===== src/rtl/fetch_pkg.sv =====
// Shared types and constants for the instruction fetch stage.
package fetch_pkg;
  typedef enum logic [1:0] {RUN, HALT, FAULT} fetch_state_t;

  localparam logic [31:0] HALT_INSTR_DEFAULT = 32'h0000_000C;
  localparam int          WORD_BYTES         = 4;
endpackage


===== src/rtl/if_id_reg.sv =====
// IF/ID pipeline register: load captures a fetched word, flush kills it, otherwise hold.
module if_id_reg (
  input  logic        clk,
  input  logic        reset,
  input  logic        load,
  input  logic        flush,
  input  logic [31:0] d_instr,
  input  logic [31:0] d_pc,
  output logic        valid,
  output logic [31:0] instr,
  output logic [31:0] pc,
  output logic [31:0] pc_plus4
);
  import fetch_pkg::*;

  always_ff @(posedge clk) begin
    if (reset) begin
      valid    <= 1'b0;
      instr    <= '0;
      pc       <= '0;
      pc_plus4 <= '0;
    end else if (load) begin
      valid    <= 1'b1;
      instr    <= d_instr;
      pc       <= d_pc;
      pc_plus4 <= d_pc + 32'(WORD_BYTES);
    end else if (flush) begin
      // payload is left as-is; only the valid bit matters downstream
      valid <= 1'b0;
    end
  end
endmodule


===== src/rtl/instr_fetch_unit.sv =====
// Fetch stage: PC register, next-PC priority mux, RUN/HALT/FAULT FSM and delivered-instruction counter.
module instr_fetch_unit #(
  parameter logic [31:0] RESET_PC   = 32'h0000_0000,
  parameter int          IMEM_AW    = 6,
  parameter logic [31:0] HALT_INSTR = fetch_pkg::HALT_INSTR_DEFAULT
) (
  input  logic               clk,
  input  logic               reset,
  input  logic               stall,
  input  logic               redirect,
  input  logic [31:0]        redirect_pc,
  output logic [IMEM_AW-1:0] imem_a,
  input  logic [31:0]        imem_rd,
  output logic               id_valid,
  output logic [31:0]        id_instr,
  output logic [31:0]        id_pc,
  output logic [31:0]        id_pc_plus4,
  output logic               halted,
  output logic               fault,
  output logic [31:0]        fetch_count
);
  import fetch_pkg::*;

  fetch_state_t state, state_nxt;
  logic [31:0]  pc, pc_nxt;
  logic         load, flush;
  logic         out_of_range;

  assign imem_a       = pc[IMEM_AW+1:2];
  assign out_of_range = |pc[31:IMEM_AW+2];

  always_comb begin
    state_nxt = state;
    pc_nxt    = pc;
    load      = 1'b0;
    flush     = 1'b0;
    case (state)
      RUN: begin
        if (redirect && (redirect_pc[1:0] != 2'b00)) begin
          state_nxt = FAULT;
          flush     = 1'b1;
        end else if (redirect) begin
          pc_nxt = redirect_pc;
          flush  = 1'b1;
        end else if (stall) begin
          // hold everything
        end else if (out_of_range) begin
          state_nxt = FAULT;
          flush     = 1'b1;
        end else if (imem_rd == HALT_INSTR) begin
          // deliver the halt word but keep pc pointing at it
          load      = 1'b1;
          state_nxt = HALT;
        end else begin
          load   = 1'b1;
          pc_nxt = pc + 32'(WORD_BYTES);
        end
      end
      HALT:    flush = !stall;
      FAULT:   flush = 1'b1;
      default: state_nxt = FAULT;
    endcase
  end

  always_ff @(posedge clk) begin
    if (reset) begin
      state       <= RUN;
      pc          <= RESET_PC;
      halted      <= 1'b0;
      fault       <= 1'b0;
      fetch_count <= '0;
    end else begin
      state  <= state_nxt;
      pc     <= pc_nxt;
      halted <= (state_nxt == HALT);
      fault  <= (state_nxt == FAULT);
      if (load && (fetch_count != 32'hFFFF_FFFF))
        fetch_count <= fetch_count + 32'd1;
    end
  end

  if_id_reg u_if_id (
    .clk      (clk),
    .reset    (reset),
    .load     (load),
    .flush    (flush),
    .d_instr  (imem_rd),
    .d_pc     (pc),
    .valid    (id_valid),
    .instr    (id_instr),
    .pc       (id_pc),
    .pc_plus4 (id_pc_plus4)
  );
endmodule


===== config.mk =====
export PLATFORM = sky130hd
export DESIGN_NAME = instr_fetch_unit
export DESIGN_NICKNAME = d
export VERILOG_FILES = /design/src/rtl/fetch_pkg.sv /design/src/rtl/if_id_reg.sv /design/src/rtl/instr_fetch_unit.sv
export SDC_FILE = /design/constraint.sdc
export NUM_CORES = 1
export LEC_CHECK = 0
export BUFFER_PORTS_ARGS = -buffer_cell sky130_fd_sc_hd__buf_2
export CAP_MARGIN = 20
export CORE_MARGIN = 4
export CORE_UTILIZATION = 25
export DETAILED_ROUTE_END_ITERATION = 8
export GPL_TIMING_DRIVEN = 1
export HOLD_SLACK_MARGIN = 0.06
export PLACE_DENSITY = 0.43
export SYNTH_ARGS = -nofsm -noshare
export SYNTH_HDL_FRONTEND = slang
export SYNTH_SLANG_ARGS = --single-unit

===== constraint.sdc =====
create_clock -name clk -period 2.4 [get_ports clk]
set_input_delay 0.24 -clock clk [delete_from_list [all_inputs] [get_ports clk]]
set_output_delay 0.24 -clock clk [all_outputs]
set_load 0.03 [all_outputs]

# After elaboration in Yosys (flattened, before gate mapping)
# Cells that the tools add are included.
[totals]
ff_bits = 165
out_inout_bits = 137
input_bits = 68
[op_classes]
reduce_logical = 9
muxes = 22
n_bitwise = 1
eq_ne = 9
addsub = 2
[ops]
columns = ["cell", "count"]
rows = [
  ["two-way mux 32 bit", 4],
  ["adder 32 x 1 -> 32 bit (second input constant)", 1],
  ["adder 32 x 3 -> 32 bit (second input constant)", 1],
  ["equality test 32 x 4 -> 1 bit (second input constant)", 1],
  ["!= test 32 bit (second input constant)", 1],
  ["OR reduction 24 bit", 1],
  ["two-way mux 1 bit", 11],
  ["two-way mux 2 bit", 5],
  ["AND reduction 5 bit", 1],
  ["equality test 2 x 1 -> 1 bit (second input constant)", 2],
  ["equality test 2 bit (second input constant)", 2],
  ["!= test 2 bit (second input constant)", 2],
  ["case mux 2 bit (2 select lines)", 1],
  ["nonzero test 2 bit", 2],
  ["case mux 1 bit (3 select lines)", 1],
  ["logical AND 1 bit", 2],
  ["zero test 2 bit", 1],
  ["!= test 2 x 1 -> 1 bit (second input constant)", 1],
  ["OR reduction 2 bit", 1],
  ["zero test 1 bit", 1],
  ["inverter 1 bit", 1],
]

# Depth between registers and ports, before layout
# Gate-level depths: netlist of the first run.
[depth]
ltp_word = 8
ltp_mapped = 9
mapped_depth_nobuf = 7

# Hierarchy
# Synthesis of the first run repeated with hierarchy kept, for this count alone.
[unflattened]
hier_cells = 877
area_unflattened_um2 = 7673.6
[modules_own_cells]
columns = ["module", "instances", "area_each_um2", "cells_each", "seq_area_each_um2"]
rows = [
  ["if_id_reg", 1, 3948.8, 424, 1901.8],
  ["instr_fetch_unit", 1, 3724.8, 453, 1361.3],
]

# Worst setup path before layout of the first run
# No wires, ideal clock.
[synth_timing]
kind = "register to register"
start = "reg fetch_count[0]"
end = "reg fetch_count[19]"
path_buffers = 2
required_time_ns = 2.272
stages_incl_launch_ff = 10
t_arrival_ns = 2.049
path_slack_ns = 0.224
setup_ns = 0.128
path_cell_list = "dfxtp_1 ha_1 and4_1 nand4_1 or3_1 clkbuf_1 buf_2 nand4_1 xor2_1 nor2_1"
[synth_between]
elab_chain_len = 2
[synth_lines]
columns = ["item", "line", "rtl"]
rows = [
  ["start, declared", "instr_fetch_unit.sv:20", "output logic [31:0] fetch_count"],
  ["start signal, assigned", "instr_fetch_unit.sv:78", "fetch_count <= fetch_count + 32'd1;"],
  ["branches (longest 2 deep; another with adder 32 x 1 -> 32 bit)", "-", ""],
]
# Several ways; the timed one is not identified.
# A chain may end at the register's enable or synchronous reset.

# Worst setup path in the final report of the first run
[layout_timing]
start = "in imem_rd[4]"
end = "reg pc[8]"
[layout_between]
elab_chain_len = 3
[layout_lines]
columns = ["item", "line", "rtl"]
rows = [
  ["start, declared", "instr_fetch_unit.sv:13", "input logic [31:0] imem_rd,"],
  ["equality test 32 x 4 -> 1 bit", "instr_fetch_unit.sv:50", "end else if (imem_rd == HALT_INSTR) begin"],
  ["!= test 2 bit (no line)", "-", ""],
  ["AND reduction 5 bit (no line)", "-", ""],
  ["end signal, assigned", "instr_fetch_unit.sv:74", "pc <= pc_nxt;"],
  ["end, declared", "instr_fetch_unit.sv:25", "logic [31:0] pc, pc_nxt;"],
]
# Every way passes these cells.

==> impl_results.md, run 1 <==
- Post-synth top area share: between 50% and 60%
- Synthesized area per cell: 8.84 sq um
- Share of cells above drive strength 1: 28.8%
- CTS H-tree depth: 4
- Via density: 4.41
- Cells after synthesis: 726
- Register Area: 3260 sq um
- Clk pin slew, worst setup/hold paths: about 0.070 ns
- Worst Min Path Start: redirect_pc[19]
- Root buffer cell: clkbuf_16
- Largest net degree at the start of global routing: 62
- CP Launch Type: input port
- VDD IR max: 0.000333 V
- Commonest non-fill, non-tap cell in the layout: buf_2
- Initial Utilization: approximately 25%
- Final min period: 2.24 ns
- Critical path type: input port to register
- IO Port Bufs: 204
- P&R area growth vs syn: 37.7%
- Most frequent cells in the layout: buf_2 (203), dfxtp_1 (163), nand2_1 (110)
- Worst Setup SP: imem_rd[4]
- Total global routing overflow: 0
- R2r setup slk: about 0.29 ns
- Leak: about 3.8 nW
- Critical Path RT: between 2 and 3 ns
- Post CTS Setup Buffer Count: 0
- Relative slew slack: 67.7%
- Clk sinks: 163
- # rows: 58
- Synth cell types: 53
- Final nets: 1,029
- Peak Freq: 0.445 GHz
- Clk_lat worst skew: between 0.4 and 0.5 ns
- Power Density: 707 nW/um^2
- Die Ht: 168 um
- Initial antenna violation count: 1
- GRT Util Overall: 13.7%
- Final Slew Violations: 0
- Area of the multi-input gates: 2890 sq um
- # resized after CTS: 0
- Crit-path max FO: 25
- Max-cap viol count: 0
- Worst Reg-to-Reg Cells: 7
- Synth area leaders: dfxtp_1 (51%), nand2_1 (6.4%), and2_1 (5.2%)
- WL final: ~20,000 um
- Fin. Hold Viols: 0
- First-iteration detailed-routing DRC count: 301
- Register area share after synthesis: between 50% and 60%
- Origin of the critical flop-to-flop path: pc[8]
- R2R Path End: fetch_count[23]
- Final Cycle Share: 93.5%
- # DRC: 0
- Slew @ Worst Pin: 0.481 ns
- Die width: 168 um
- Crit. End Element: register
- Post-Route Setup TNS: 0 ns
- Dominant synthesized flop cell: dfxtp_1
- Post-CTS Hold Buffers: 36
- RSZ-0062 raised after global routing: false
- Via count: 5,744
- Syn. warnings: 0
- Worst hold path type: input port to register
- EDFF count, synth: 0
- Antenna Nets Post-Route: 0
- Drt first pass iters: 4
- CP arrival: between 2 and 3 ns
- Inserted Diodes: 0
- Async SR Flop Fraction: 0%
- HPWL after DPL: approximately 14,000 um
- Seq cells post-synth: 163
- Die area: around 28,000 sq um
- Syn Nets: 796
- Core area: 25,200 sq um
- Hold Path Sink: pc[19]
- Layout Skew: 0.0183 ns
- Setup-failing EPs final: 0
- Number of buffers created by CTS: 17
- Tot Pwr: 0.00624 W
- Gpl congestion: between 0.7 and 0.8
- Largest area contributor in the netlist: dfxtp_1
- DR WL/cell: 15.2 um
- First-pass GRT wire length: roughly 31,000 um
- # fillers: between 2,000 and 3,000
- Clk buf depth: 2
- # IOs: 205
- Status: finished clean
- Hold path depth: 3
- CTS tree: yes
- Vias in the first global route: 5,646
- Synth Cell Area: 6420 sq um
worst max path at each step:
stage	end	slack, ns	cells past startpoint
detailed placement	pc[8]	0.21	8
global placement	pc[8]	0.29	8
CTS	pc[8]	0.12	9
global route	pc[8]	0.02	9
finish	pc[8]	0.16	9
floorplan	fetch_count[19]	0.22	9
area by class of cell:
type,count,area share [%]
sequential,163,36.9
multi-input combinational,507,32.7
timing repair buffer,266,18.7
clock buffer,17,4.82
tap,330,4.67
clock inverter,15,1.98
inverter,4,0.170
report_power, final:
part / switching, W / total, W / internal (W)
clock network: 0.00137 / 0.00279 / 0.00142
registers: 0.0000456 / 0.00281 / 0.00276
logic: 0.000390 / 0.000644 / 0.000254
total: 0.00180 / 0.00624 / 0.00444
cell usage after synthesis (8+ instances only):
cell,count
dfxtp_1,163
nand2_1,110
nor2_1,76
a21oi_1,65
and2_1,53
xor2_1,31
clkbuf_1,27
nand3_1,22
nand4_1,20
a22oi_1,15
buf_2,15
and3_1,12
and4_1,9
nor3_1,9
nor4_1,9
buf_4,8
per-layer routing:
metal | routed length, um | GRT usage [%]
met1 | 9600 | 19.0
met2 | 8040 | 20.0
met3 | 1950 | 5.61
met4 | 178 | 3.14
met5 | 13 | 0
metrics by stage:
stage / setup slack, ns / instances / hold slack (ns) / util (%) / area [sq um]
2_1_floorplan: 0.224 / 726 / 0.376 / - / 6420
3_3_place_gp: 0.286 / 1234 / 0.436 / 31.3 / 7870
3_5_place_dp: 0.215 / 1234 / 0.438 / 31.3 / 7870
4_1_cts: 0.118 / 1302 / 0.0626 / 35.1 / 8830
5_1_grt: 0.0239 / 1302 / 0.0671 / 35.1 / 8830
6_report: 0.155 / 1302 / 0.0839 / 35.1 / 8830
critical path, cell delays in order:
cell           delay (ns)
dlygate4sd3_1        0.53
buf_2                0.13
nor4b_1              0.35
nand4_1              0.32
o211ai_2             0.25
a21o_1               0.24
buf_12               0.20
mux2i_1              0.21
nor2_1               0.05
kinds of logic after synthesis:
| kind of cell | Yosys count | synth area share (%) |
|---|---|---|
| XOR/XNOR | 35 | 4.78 |
| multiplexers | 2 | 0.312 |
| adder cells (fa/ha/maj) | 2 | 0.390 |
| AND/OR/NAND/NOR | 357 | 28.7 |
| AO/OA/AOI/OAI | 111 | 10.7 |
| flip-flops | 163 | 50.9 |
| buffers and inverters | 56 | 4.27 |
registers in the layout (all words and copies together), names as in the netlist:
register          count
u_if_id.valid         1
u_if_id.instr        32
u_if_id.pc_plus4     30
u_if_id.pc           32
fault                 1
state                 2
halted                1
fetch_count          32
pc                   32
Power figures use the tool's default switching activity.
==> inputs of run 2 (changes only) <==
CORE_ASPECT_RATIO = 0.8   (was unset)
==> run 2 against run 1 <==
  * Routed wire length is 3.8% higher
  * Clock power is 5% higher
  * Design area is 0.76% higher
  * Count of clock-buffer cells in the layout stayed put
  * Die area hardly changed
  * Combinational power is 2% higher
  * Core utilization is 0.090 points higher
  * Hold slack worse by 0.0048 ns
  * Total power is 2.4% higher
  * Non-clock buffer count is 12 higher
  * Register-to-register slack worse by 0.07 ns
  * Sequential power hardly changed
  * Critical endpoint unchanged
  * Highest routed layer is now met4
==> impl_results.md, run 2 (synthesis gave the netlist of run 1 again) <==
- Status: finished clean (unchanged)
- VDD IR max: 0.000447 V (was 0.000333 V)
- RSZ-0062 raised after global routing: false (unchanged)
- Initial antenna violation count: 0 (was 1)
- Max-cap viol count: 0 (unchanged)
- # IOs: 205 (unchanged)
- Via count: 5,819 (was 5,744)
- Worst Setup SP: imem_rd[16] (was imem_rd[4])
- Critical path type: input port to register (unchanged)
- Die Ht: 151 um (was 168 um)
- Buffers & Inverters on Critical Path: 3 (unchanged)
- Final Core Density: 35.2% (was 35.1%)
- Crit. path cell count: 9 (unchanged)
- # fillers: 2,658 (was 2,610)
- Clk_lat worst skew: 0.44 ns (was 0.43 ns)
- CTS H-tree depth: 4 (unchanged)
- Crit-path slowest cell: dlygate4sd3_1 (unchanged)
- Initial Utilization: 25.4% (was 25.5%)
- Origin of the critical flop-to-flop path: pc[13] (was pc[8])
- Crit-path cells: dlygate4sd3_1 -> buf_2 -> nor4_1 -> nand4_1 -> o211ai_2 -> a21o_1 -> buf_12 -> mux2i_1 -> nor2_1 (was dlygate4sd3_1 -> buf_2 -> nor4b_1 -> nand4_1 -> o211ai_2 -> a21o_1 -> buf_12 -> mux2i_1 -> nor2_1)
- Clk pin slew, worst setup/hold paths: 0.07 ns (about the same)
- Register Area: 3260 sq um (unchanged)
- Routed wl met2: 8680 um (was 8040 um)
- R2R Path End: fetch_count[12] (was fetch_count[23])
- Fin. Hold Viols: 0 (unchanged)
- First-pass GRT wire length: 31,400 um (was 31,300 um)
- Power Density: 718 nW/um^2 (was 707 nW/um^2)
- # rows: 52 (was 58)
- Slew @ Worst Pin: 0.514 ns (was 0.481 ns)
- Clk sinks: 163 (unchanged)
- Antenna Nets Post-Route: 0 (unchanged)
- Final nets: 1,041 (was 1,029)
- Final Slew Violations: 0 (unchanged)
- P&R area growth vs syn: 38.7% (was 37.7%)
- Crit-path max FO: 19 (was 25)
- Most frequent cells in the layout: buf_2 (203), dfxtp_1 (163), nand2_1 (110) (unchanged)
- Vias in the first global route: 5,456 (was 5,646)
- Core area: 25,300 sq um (was 25,200 sq um)
- Gpl congestion: 0.754 (was 0.782)
- CP endpoint: pc[8] (unchanged)
- Via density: 4.45 (was 4.41)
- Crit. End Element: register (unchanged)
- R2r setup slk: 0.22 ns (was 0.29 ns)
- Worst Min Path Start: redirect_pc[20] (was redirect_pc[19])
- Setup-failing EPs final: 0 (unchanged)
- Largest delay share family, worst path: buffers and inverters (unchanged)
- CP peak stage delay: 0.53 ns (about the same)
- WL met3: 962 um (was 1950 um)
- Area of the multi-input gates: 2890 sq um (about the same)
- Largest net degree at the start of global routing: 48 (was 62)
- Critical Path RT: 2.71 ns (was 2.70 ns)
- Layout Skew: 0.0141 ns (was 0.0183 ns)
- Drt first pass iters: 4 (unchanged)
- First-iteration detailed-routing DRC count: 321 (was 301)
- Relative slew slack: 65.4% (was 67.7%)
- Root buffer cell: clkbuf_16 (unchanged)
- Post-Route M1 WL: 10,700 um (was 9600 um)
- Die width: 187 um (was 168 um)
- WL final: 20,500 um (was 19,800 um)
- Final min period: 2.19 ns (was 2.24 ns)
- # DRC: 0 (unchanged)
- Die area: 28,300 sq um (about the same)
- GRT Util Overall: 14.1% (was 13.7%)
- DR WL/cell: 15.7 um (was 15.2 um)
- Highest metal used: met4 (was met5)
- Share of cells above drive strength 1: 29.0% (was 28.8%)
- CP arrival: 2.50 ns (was 2.54 ns)
- Total global routing overflow: 0 (unchanged)
- Post-Route Setup TNS: 0 ns (unchanged)
- CP Launch Type: input port (unchanged)
- Peak Freq: 0.456 GHz (was 0.445 GHz)
- CTS tree: yes (unchanged)
- IO Port Bufs: 204 (unchanged)
- Worst hold path type: input port to register (unchanged)
- Commonest non-fill, non-tap cell in the layout: buf_2 (unchanged)
- HPWL after DPL: 14,900 um (was 14,000 um)
- Final Cycle Share: 91.4% (was 93.5%)
- Worst Reg-to-Reg Cells: 7 (unchanged)
- Leak: 3.84 nW (was 3.78 nW)
- Post CTS Setup Buffer Count: 0 (unchanged)
- Clk buf depth: 2 (unchanged)
- Number of buffers created by CTS: 17 (unchanged)
- Inserted Diodes: 0 (unchanged)
[run 2: cell count changes in the layout (fill, tap and decap cells not counted), sizes merged]
cell         previous run  this run
inv                    14        10
bufinv                  0         3
buf                   230       236
clkinv                  4         5
dlygate4sd3            36        42
[run 2: cell type report]
cell class	instances	share of cell area, %
Tap cell	324	4.55
Timing Repair Buffer	278	19.2
Multi-Input combinational cell	507	32.4
Sequential cell	163	36.7
Clock buffer	17	4.78
Inverter	4	0.169
Clock inverter	15	2.22
[run 2: stage by stage]
stage | hold slack (ns) | area, sq um | total power [W] | setup slack (ns) | instances
2_1_floorplan | 0.376 | 6420 | 0.00322 | 0.224 | 726
3_3_place_gp | 0.436 | 7860 | 0.00348 | 0.252 | 1234
3_5_place_dp | 0.438 | 7860 | 0.00347 | 0.225 | 1234
4_1_cts | 0.0607 | 8900 | 0.00651 | 0.174 | 1308
5_1_grt | 0.0808 | 8900 | 0.00665 | 0.0402 | 1308
6_report | 0.0791 | 8900 | 0.00639 | 0.207 | 1308
[run 2: power breakdown]
part           switching, W  internal, W  total, W  leakage (nW)
logic              0.000402     0.000253  0.000655          2.22
registers         0.0000408      0.00276   0.00280          1.32
clock network       0.00126      0.00167   0.00293         0.304
total               0.00170      0.00469   0.00639          3.84
[run 2: worst register-to-register path: stages (launching register included)]
cell,delay (ns)
dfxtp_1,0.36
nor4_2,0.32
buf_4,0.18
nand4_1,0.23
or2_2,0.48
nor4b_4,0.31
xnor2_1,0.14
nor2_1,0.05
[run 2: worst min path at each step]
stage                           end  slack (ns)  cells past startpoint
6_report                     pc[20]        0.08                      3
5_1_grt                      pc[30]        0.08                      3
4_1_cts            u_if_id.instr[2]        0.06                      3
3_5_place_dp   u_if_id.pc_plus4[29]        0.44                      1
3_3_place_gp         u_if_id.pc[30]        0.44                      1
2_1_floorplan     u_if_id.instr[31]        0.38                      2
[run 2: routing by layer]
| layer | vias up | track usage, % |
|---|---|---|
| met5 | - | 0 |
| met4 | 0 | 4.10 |
| met3 | 10 | 3.69 |
| met2 | 147 | 20.2 |
| met1 | 2676 | 20.8 |
| li1 | 2986 | - |
[run 2: what timing repair did]
action	CTS	global route
endpoints found under the hold margin	42	0
resized for setup	0	0
hold buffers	42	0
